## src/rtl/fetch_pkg.sv

```systemverilog
// rtl/fetch_pkg.sv - shared constants and state type for the instruction fetch stage
package fetch_pkg;

  localparam logic [31:0] NOP_INSTR        = 32'h0000_0013;
  localparam logic [31:0] EBREAK_INSTR     = 32'h0010_0073;
  localparam logic [31:0] ZERO_INSTR       = 32'h0000_0000;
  localparam logic [31:0] DEFAULT_RESET_PC = 32'h0000_0000;

  typedef enum logic {
    FS_RUN  = 1'b0,
    FS_HALT = 1'b1
  } fetch_state_e;

  // Words that stop fetch once they have been handed to decode.
  function automatic logic is_halt_word(input logic [31:0] w);
    return (w == EBREAK_INSTR) || (w == ZERO_INSTR);
  endfunction

endpackage

```

## src/rtl/fetch_if.sv

```systemverilog
// rtl/fetch_if.sv - fetch stage bus: instr_mem address/data, redirect, IF/ID handshake, status
interface fetch_if;

  logic [31:0] pc_o;
  logic [31:0] instr_i;
  logic        redirect_i;
  logic [31:0] redirect_pc_i;
  logic        id_ready_i;
  logic        id_valid_o;
  logic [31:0] id_pc_o;
  logic [31:0] id_instr_o;
  logic        halted_o;
  logic        fault_o;

  modport master (
    output pc_o,
    input  instr_i,
    input  redirect_i,
    input  redirect_pc_i,
    input  id_ready_i,
    output id_valid_o,
    output id_pc_o,
    output id_instr_o,
    output halted_o,
    output fault_o
  );

  modport slave (
    input  pc_o,
    output instr_i,
    output redirect_i,
    output redirect_pc_i,
    output id_ready_i,
    input  id_valid_o,
    input  id_pc_o,
    input  id_instr_o,
    input  halted_o,
    input  fault_o
  );

endinterface

```

## src/rtl/if_id_reg.sv

```systemverilog
// rtl/if_id_reg.sv - IF/ID pipeline register: pc/instruction payload plus valid bit
module if_id_reg
  import fetch_pkg::*;
(
  input  logic        clk,
  input  logic        rst,
  input  logic        load,
  input  logic        flush,
  input  logic        consume,
  input  logic [31:0] pc_d,
  input  logic [31:0] instr_d,
  output logic        valid,
  output logic [31:0] pc,
  output logic [31:0] instr
);

  // Flush beats load beats consume; the payload only changes on load so a
  // flushed or consumed entry keeps showing its last contents.
  always_ff @(posedge clk) begin
    if (!rst) begin
      valid <= 1'b0;
      pc    <= 32'h0;
      instr <= NOP_INSTR;
    end else if (flush) begin
      valid <= 1'b0;
    end else if (load) begin
      valid <= 1'b1;
      pc    <= pc_d;
      instr <= instr_d;
    end else if (consume) begin
      valid <= 1'b0;
    end
  end

endmodule

```

## src/rtl/fetch_unit.sv

```systemverilog
// rtl/fetch_unit.sv - PC generation, halt/fault FSM and IF/ID hand-off (option: FETCH_ALIGN_CHECK_EN)
module fetch_unit
  import fetch_pkg::*;
#(
  parameter logic [31:0] RESET_PC   = DEFAULT_RESET_PC,
  parameter int          IMEM_BYTES = 2048
) (
  input  logic     clk,
  input  logic     rst,
  fetch_if.master  bus
);

  fetch_state_e state_q, state_n;
  logic [31:0]  pc_q, pc_n;
  logic         fault_q, fault_n;
  logic         ld, fl, cons;
  logic         load_ok;
  logic         out_of_range;
  logic         redirect_misaligned;

  // 33-bit sum so addresses near 2^32 cannot wrap back into range.
  assign out_of_range = ({1'b0, pc_q} + 33'd3) >= 33'(IMEM_BYTES);
  assign load_ok      = (state_q == FS_RUN) && (!bus.id_valid_o || bus.id_ready_i);

`ifdef FETCH_ALIGN_CHECK_EN
  assign redirect_misaligned = (bus.redirect_pc_i[1:0] != 2'b00);
`else
  assign redirect_misaligned = 1'b0;
`endif

  // State, PC and sticky fault registers.
  always_ff @(posedge clk) begin
    if (!rst) begin
      state_q <= FS_RUN;
      pc_q    <= RESET_PC;
      fault_q <= 1'b0;
    end else begin
      state_q <= state_n;
      pc_q    <= pc_n;
      fault_q <= fault_n;
    end
  end

  // Next-state / control decode: redirect first, then load, then plain drain.
  always_comb begin
    state_n = state_q;
    pc_n    = pc_q;
    fault_n = fault_q;
    ld      = 1'b0;
    fl      = 1'b0;
    cons    = 1'b0;
    if (bus.redirect_i) begin
      fl = 1'b1;
      if (redirect_misaligned) begin
        fault_n = 1'b1;
        state_n = FS_HALT;
      end else begin
        pc_n    = bus.redirect_pc_i & ~32'h3;
        state_n = FS_RUN;
      end
    end else if (load_ok) begin
      if (out_of_range) begin
        // Word is dropped; an entry accepted this cycle still drains.
        fault_n = 1'b1;
        state_n = FS_HALT;
        cons    = 1'b1;
      end else begin
        ld = 1'b1;
        if (is_halt_word(bus.instr_i)) begin
          state_n = FS_HALT;
        end else begin
          pc_n = pc_q + 32'd4;
        end
      end
    end else if (bus.id_valid_o && bus.id_ready_i) begin
      cons = 1'b1;
    end
  end

  if_id_reg u_if_id (
    .clk     (clk),
    .rst     (rst),
    .load    (ld),
    .flush   (fl),
    .consume (cons),
    .pc_d    (pc_q),
    .instr_d (bus.instr_i),
    .valid   (bus.id_valid_o),
    .pc      (bus.id_pc_o),
    .instr   (bus.id_instr_o)
  );

  assign bus.pc_o     = pc_q;
  assign bus.halted_o = (state_q == FS_HALT);
  assign bus.fault_o  = fault_q;

endmodule

```

## src/flat_wrapper.sv

```systemverilog
// flat-port wrapper written by rule: the top's interface ports become plain ports
module fetch_unit_flat import fetch_pkg::*;
#(
  parameter logic [31:0] RESET_PC   = DEFAULT_RESET_PC,
  parameter int          IMEM_BYTES = 2048
)
  (clk, rst, bus_pc_o, bus_instr_i, bus_redirect_i, bus_redirect_pc_i, bus_id_ready_i, bus_id_valid_o, bus_id_pc_o, bus_id_instr_o, bus_halted_o, bus_fault_o);
  fetch_if bus_i ();
  input  logic clk;
  input  logic rst;
  output wire logic [$bits(bus_i.pc_o)-1:0] bus_pc_o;
  input wire logic [$bits(bus_i.instr_i)-1:0] bus_instr_i;
  input wire logic [$bits(bus_i.redirect_i)-1:0] bus_redirect_i;
  input wire logic [$bits(bus_i.redirect_pc_i)-1:0] bus_redirect_pc_i;
  input wire logic [$bits(bus_i.id_ready_i)-1:0] bus_id_ready_i;
  output wire logic [$bits(bus_i.id_valid_o)-1:0] bus_id_valid_o;
  output wire logic [$bits(bus_i.id_pc_o)-1:0] bus_id_pc_o;
  output wire logic [$bits(bus_i.id_instr_o)-1:0] bus_id_instr_o;
  output wire logic [$bits(bus_i.halted_o)-1:0] bus_halted_o;
  output wire logic [$bits(bus_i.fault_o)-1:0] bus_fault_o;
  assign bus_pc_o = bus_i.pc_o;
  assign bus_i.instr_i = bus_instr_i;
  assign bus_i.redirect_i = bus_redirect_i;
  assign bus_i.redirect_pc_i = bus_redirect_pc_i;
  assign bus_i.id_ready_i = bus_id_ready_i;
  assign bus_id_valid_o = bus_i.id_valid_o;
  assign bus_id_pc_o = bus_i.id_pc_o;
  assign bus_id_instr_o = bus_i.id_instr_o;
  assign bus_halted_o = bus_i.halted_o;
  assign bus_fault_o = bus_i.fault_o;
  fetch_unit #(.RESET_PC(RESET_PC), .IMEM_BYTES(IMEM_BYTES)) u_core (.clk(clk), .rst(rst), .bus(bus_i));
endmodule
```

## config.mk

```make
export PLATFORM = sky130hd
export DESIGN_NAME = fetch_unit_flat
export DESIGN_NICKNAME = d
export VERILOG_FILES = /design/src/rtl/fetch_pkg.sv /design/src/rtl/fetch_if.sv /design/src/rtl/if_id_reg.sv /design/src/rtl/fetch_unit.sv /design/src/flat_wrapper.sv
export SDC_FILE = /design/constraint.sdc
export NUM_CORES = 1
export LEC_CHECK = 0
export CAP_MARGIN = 25
export CORE_MARGIN = 5
export CORE_UTILIZATION = 44
export DETAILED_ROUTE_END_ITERATION = 10
export PLACE_DENSITY = 0.86
export SLEW_MARGIN = 20
export SYNTH_ARGS = -nofsm -noshare
export SYNTH_HDL_FRONTEND = slang
export SYNTH_SLANG_ARGS = --single-unit
```

## constraint.sdc

```tcl
create_clock -name clk -period 3.5 [get_ports clk]
set_input_delay 0.35 -clock clk [delete_from_list [all_inputs] [get_ports clk]]
set_output_delay 0.35 -clock clk [all_outputs]
set_load 0.01 [all_outputs]
```

==> impl_metrics.env, run 1 <==
export IMPL_ctsHoldBuffers=0
export IMPL_slew_violations=0
export IMPL_clkSinkCount=95
export IMPL_path_max_fanout=39
export IMPL_post_drt_wl_per_cell_um=15.8
export IMPL_worstPathRequired_ns=3.74
export IMPL_route_detailed_drc=0
export IMPL_hpwl_um=7840
export IMPL_synth_most_common_cell="dfxtp_1"
export IMPL_critical_path_class="reg2reg"
export IMPL_track_usage=0.205
export IMPL_synth_seq_area_share=0.527
export IMPL_dieArea_mm2=0.0101
export IMPL_finalCriticalPeriod_ns=2.49
export IMPL_ys_ff_latch=95
export IMPL_ys_warn_count=0
export IMPL_clockBufferDepth=2
export IMPL_layout_drive_gt1_share=0.0495
export IMPL_run_status="finished clean"
export IMPL_htreeDepth=3
export IMPL_finalCritPeriodShare=0.710
export IMPL_cap_viol_max_count=0
export IMPL_synth_area_top_cells="dfxtp_1 53%, nand2_1 9.6%, a21oi_1 5.8%, mux2i_1 5.5%, and3_1 4.2%"
export IMPL_die_w_um=101
export IMPL_fp_coreArea_mm2=0.00809
export IMPL_clkLatencyLatePin_ns=0.35
export IMPL_rows=33
export IMPL_antenna_found_initial=0
export IMPL_clk_pin_slew_ns=0.09
export IMPL_crit_path_end_kind="flip-flop"
export IMPL_yosys_area_top_type="dfxtp_1"
export IMPL_grt_pass1_wl_um=16600
export IMPL_setup_viol=0
export IMPL_first_pass_iters=4
export IMPL_synth_distinct_cells=43
export IMPL_diodes=0
export IMPL_synth_top_area_frac=0.527
export IMPL_cts_resized=0
export IMPL_numCtsBuffers=9
export IMPL_cp_start_kind="flip-flop"
export IMPL_worstMarginPinSlew_ns=0.741
export IMPL_place_area_mm2=0.00523
export IMPL_power_density_mw_per_mm2=391
export IMPL_grt_pass1_vias=3411
export IMPL_synthCells=415
export IMPL_cts_root_buf="clkbuf_8"
export IMPL_synth_area_mm2=0.00361
export IMPL_ant_nets=0
export IMPL_drt_wl_total_um=10600
export IMPL_max_slew_margin_rel=0.506
export IMPL_grt_max_degree=43
export IMPL_netlist_top_cells_count="95 x dfxtp_1, 92 x nand2_1, 42 x a21oi_1"
export IMPL_fin_tns_setup_ns=0
export IMPL_fmax_ghz=0.402
export IMPL_crit_arrival_ns=2.72
export IMPL_first_iter_violations=165
export IMPL_fin_skew_ns=0.0119
export IMPL_nets=630
export IMPL_post_cts_buffers=0
export IMPL_die_h_um=101
export IMPL_avgSynthCellArea_um2=8.70
export IMPL_async_flop_share=0
export IMPL_synth_edff_count=0
export IMPL_initial_core_util=0.446
export IMPL_hold_viol_final=0
export IMPL_p_total_uw=2120
export IMPL_cts_tree="built"
export IMPL_dr_total_vias=3484
export IMPL_ys_dominant_reg_cell="dfxtp_1"
export IMPL_grt_overflow=0
export IMPL_syn_to_final_growth_pct=50.7
export IMPL_rsz0062_at_grt="no"
export IMPL_post_route_cell_area_mm2=0.00544
export IMPL_via_per_inst=5.19
export IMPL_min_path_type="in2reg"
export IMPL_gp_congestion=0.899
export IMPL_portBuffers=160
export IMPL_peakVddDrop_mv=0.283
export IMPL_io_pins=167
export IMPL_p_leak_uw=0.00205
[cell usage in the layout (no fill, tap or decap), types with 4 or more instances in the layout]
master / Yosys / routed
clkdlybuf4s50_1: 0 / 159
nor3_1: 7 / 7
mux2i_1: 20 / 20
buf_4: 5 / 6
conb_1: 1 / 4
dfxtp_1: 95 / 95
nand3_1: 8 / 8
nand2_1: 92 / 92
a21oi_1: 42 / 42
and3_1: 24 / 23
nor4_1: 9 / 9
or4_1: 4 / 4
a31oi_1: 6 / 6
nor2_1: 33 / 33
clkbuf_8: 0 / 11
[area by class of cell]
cell class | count | area [um2]
clock buffer | 12 | 155
clock inverter | 4 | 52.6
fill | 655 | 2660
inverter | 3 | 11.3
multi-input combinational | 286 | 1540
sequential | 95 | 1900
tap | 105 | 131
timing repair buffer | 166 | 1640
[worst max-delay path, stage by stage (launching register included)]
cell and delay, ns:
dfxtp_1 0.34, or4_1 0.59, nor2_4 0.15, nand3_2 0.49
buf_4 0.47, o21ai_0 0.25, a211oi_1 0.07
[metal layers]
layer,wire [um],track usage,share of wire
met1,4330,0.241,0.41
met2,5030,0.350,0.48
met3,972,0.0637,0.092
met4,256,0.0788,0.024
met5,0,0,0
[stage by stage]
stage	util	setup slack, ns	std cells	hold WS (ns)
after floorplan	-	1.69	418	0.474
after global placement	0.646	0.894	655	0.442
after detailed placement	0.646	0.849	655	0.447
after CTS	0.672	1.01	671	0.357
after global routing	0.672	0.840	671	0.389
final	0.672	1.01	671	0.368
[logic make-up after synthesis]
logic type	count (synthesis)	synth area share
simple gates	193	0.252
flops	95	0.527
compound gates	67	0.110
buf+inv	37	0.0489
mux	20	0.0555
fa+ha+maj	1	0.00347
other cells	1	0.00104
xor+xnor	1	0.00243
[state kept, by name (all words and copies together) (netlist names)]
| name | count |
|---|---|
| u_core.bus.pc_o | 30 |
| u_core.u_if_id.instr | 32 |
| u_core.u_if_id.valid | 1 |
| u_core.u_if_id.pc | 30 |
| u_core.bus.fault_o | 1 |
| u_core.bus.halted_o | 1 |
[final timing paths]
check / end / slack [ns] / depth (start not counted) / start
hold reg to reg: u_core.u_if_id.pc[10] / 0.46 / 2 / u_core.u_if_id.pc[10]
setup / recovery: u_core.bus.pc_o[13] / 1.01 / 6 / u_core.bus.pc_o[21]
setup reg to reg: u_core.bus.pc_o[13] / 1.01 / 6 / u_core.bus.pc_o[21]
hold / removal: u_core.bus.fault_o / 0.37 / 4 / bus_redirect_i
[where the power goes]
part           total, uW  switching, uW  internal, uW
sequential          1130           27.2          1110
combinational        248            104           144
clock                742            369           373
(Power assumes the default switching activity.)
==> inputs of run 2 (changes only) <==
- CORE_UTILIZATION: 44 -> 41
- PLACE_DENSITY: 0.86 -> 0.81
- clock period: 3.5 -> 2.3 ns (I/O delays scaled with it)
==> impl_metrics.env, run 2 (synthesis results as in run 1) <==
export IMPL_use_met2=0.327
export IMPL_whs_ns=0.256
export IMPL_clkSinkCount=95
export IMPL_p_comb_frac=0.120
export IMPL_clk_pin_slew_ns=0.09
export IMPL_p_total_uw=3200
export IMPL_drt_wl_total_um=10800
export IMPL_grt_pass1_wl_um=17500
export IMPL_p_seq_frac=0.538
export IMPL_r2r_start="u_core.bus.pc_o[21]"
export IMPL_rr_endpoint="u_core.u_if_id.instr[12]"
export IMPL_fin_tns_setup_ns=0
export IMPL_portBuffers=160
export IMPL_track_usage=0.194
export IMPL_finalCritPeriodShare=0.883
export IMPL_rsz0062_at_grt="no"
export IMPL_min_delay_worst_endpoint="u_core.bus.fault_o"
export IMPL_worst_r2r_path_depth=6
export IMPL_route_detailed_drc=0
export IMPL_antenna_found_initial=0
export IMPL_post_drt_wl_per_cell_um=15.9
export IMPL_clockBufferDepth=2
export IMPL_diodes=0
export IMPL_dr_total_vias=3513
export IMPL_numCtsBuffers=9
export IMPL_min_from="bus_redirect_i"
export IMPL_initial_core_util=0.418
export IMPL_ant_nets=0
export IMPL_reg2reg_slack_ns=0.27
export IMPL_worstPathRequired_ns=2.58
export IMPL_use_met3=0.0765
export IMPL_slew_violations=0
export IMPL_path_max_fanout=18
export IMPL_fp_coreArea_mm2=0.00864
export IMPL_max_slew_margin_rel=0.656
export IMPL_cp_cell_sequence="or4_1 -> nor2_4 -> and3_2 -> buf_4 -> nand2_1 -> a21oi_1"
export IMPL_critical_path_class="reg2reg"
export IMPL_top_register="u_core.u_if_id.instr"
export IMPL_ctsHoldBuffers=0
export IMPL_cts_root_buf="clkbuf_8"
export IMPL_setup_ws_ns=0.269
export IMPL_power_switching_uw=758
export IMPL_fillers=734
export IMPL_grt_max_degree=38
export IMPL_slowest_delay_ns=0.60
export IMPL_largest_register_ffs=32
export IMPL_min_path_type="in2reg"
export IMPL_mostFrequentLayoutCell="clkdlybuf4s50_1"
export IMPL_peakVddDrop_mv=0.402
export IMPL_min_path_cells=4
export IMPL_via_per_inst=5.17
export IMPL_grt_overflow=0
export IMPL_setup_viol=0
export IMPL_die_w_um=104
export IMPL_swShare=0.237
export IMPL_clkLatencyLatePin_ns=0.35
export IMPL_die_h_um=104
export IMPL_crit_path_end_kind="flip-flop"
export IMPL_power_density_mw_per_mm2=582
export IMPL_syn_to_final_growth_pct=52.5
export IMPL_dp_slack_ns=0.124
export IMPL_cp_start_kind="flip-flop"
export IMPL_rows=34
export IMPL_layout_drive_gt1_share=0.0577
export IMPL_cap_viol_max_count=0
export IMPL_gp_congestion=0.797
export IMPL_grt_use_met1=0.225
export IMPL_grt_pass1_vias=3473
export IMPL_cts_resized=0
export IMPL_worstMarginPinSlew_ns=0.515
export IMPL_hold_viol_final=0
export IMPL_first_iter_violations=154
export IMPL_first_pass_iters=4
export IMPL_cp_slowest_cell="or4_1"
export IMPL_nets=636
export IMPL_fin_skew_ns=0.00982
export IMPL_pwr_share_clk=0.342
export IMPL_post_cts_buffers=0
export IMPL_htreeDepth=3
export IMPL_io_pins=167
export IMPL_p_int_uw=2450
export IMPL_run_status="finished clean"
export IMPL_hpwl_um=8150
export IMPL_finalCriticalPeriod_ns=2.03
export IMPL_dieArea_mm2=0.0108
export IMPL_crit_arrival_ns=2.31
export IMPL_grt_busiest_layer="met2"
export IMPL_fin_util=0.637
export IMPL_p_leak_uw=0.00208
export IMPL_fmax_ghz=0.492
export IMPL_layout_common_cells="159 x clkdlybuf4s50_1, 95 x dfxtp_1, 92 x nand2_1"
export IMPL_cts_tree="built"
-- run 2: critical path, delay by kind of cell, from the launching register on --
| kind | cells | cell delay, ns |
|---|---|---|
| buffers and inverters | 1 | 0.25 |
| AOI/OAI and AO/OA | 1 | 0.13 |
| DFF | 1 | 0.33 |
| and+or+nand+nor | 4 | 1.26 |
-- run 2: metal layers --
| layer | part of all wire | vias to the layer above | wire (um) |
|---|---|---|---|
| met5 | 0 | - | 0 |
| met4 | 0.017 | 0 | 187 |
| met3 | 0.099 | 13 | 1070 |
| met2 | 0.47 | 158 | 5050 |
| met1 | 0.42 | 1612 | 4530 |
| li1 | - | 1730 | - |
-- run 2: how the worst max path moves through the flow --
stage	start	end	cells past startpoint
2_1_floorplan	u_core.bus.pc_o[21]	u_core.bus.pc_o[11]	5
3_3_place_gp	bus_instr_i[31]	u_core.bus.pc_o[2]	7
3_5_place_dp	bus_instr_i[10]	u_core.bus.pc_o[2]	7
4_1_cts	u_core.bus.pc_o[21]	u_core.u_if_id.instr[11]	6
5_1_grt	u_core.bus.pc_o[17]	u_core.u_if_id.pc[7]	6
6_report	u_core.bus.pc_o[21]	u_core.u_if_id.instr[12]	6
-- run 2: power by group through the flow --
stage / Sequential [uW] / Combinational [uW] / Clock (uW)
2_1_floorplan: 1770 / 137 / 0
3_3_place_gp: 1760 / 379 / 0
3_5_place_dp: 1760 / 386 / 0
4_1_cts: 1720 / 388 / 1120
5_1_grt: 1730 / 415 / 1200
6_report: 1720 / 386 / 1090
-- run 2: area by class of cell --
type                    count  area [um2]  share of cell area
flip-flops and latches     95        1900               0.346
repair buffers            172        1710               0.311
multi-input cells         286        1540               0.280
clock buffers              12         145              0.0264
well taps                 108         135              0.0246
clock inverters             4        55.1              0.0100
inverters                   3        11.3             0.00205
-- run 2: per-stage QoR --
step | cells | area [um2]
finish | 680 | 5500
floorplan | 418 | 3620
detailed placement | 664 | 5300
global route | 680 | 5500
global placement | 664 | 5300
CTS | 680 | 5500
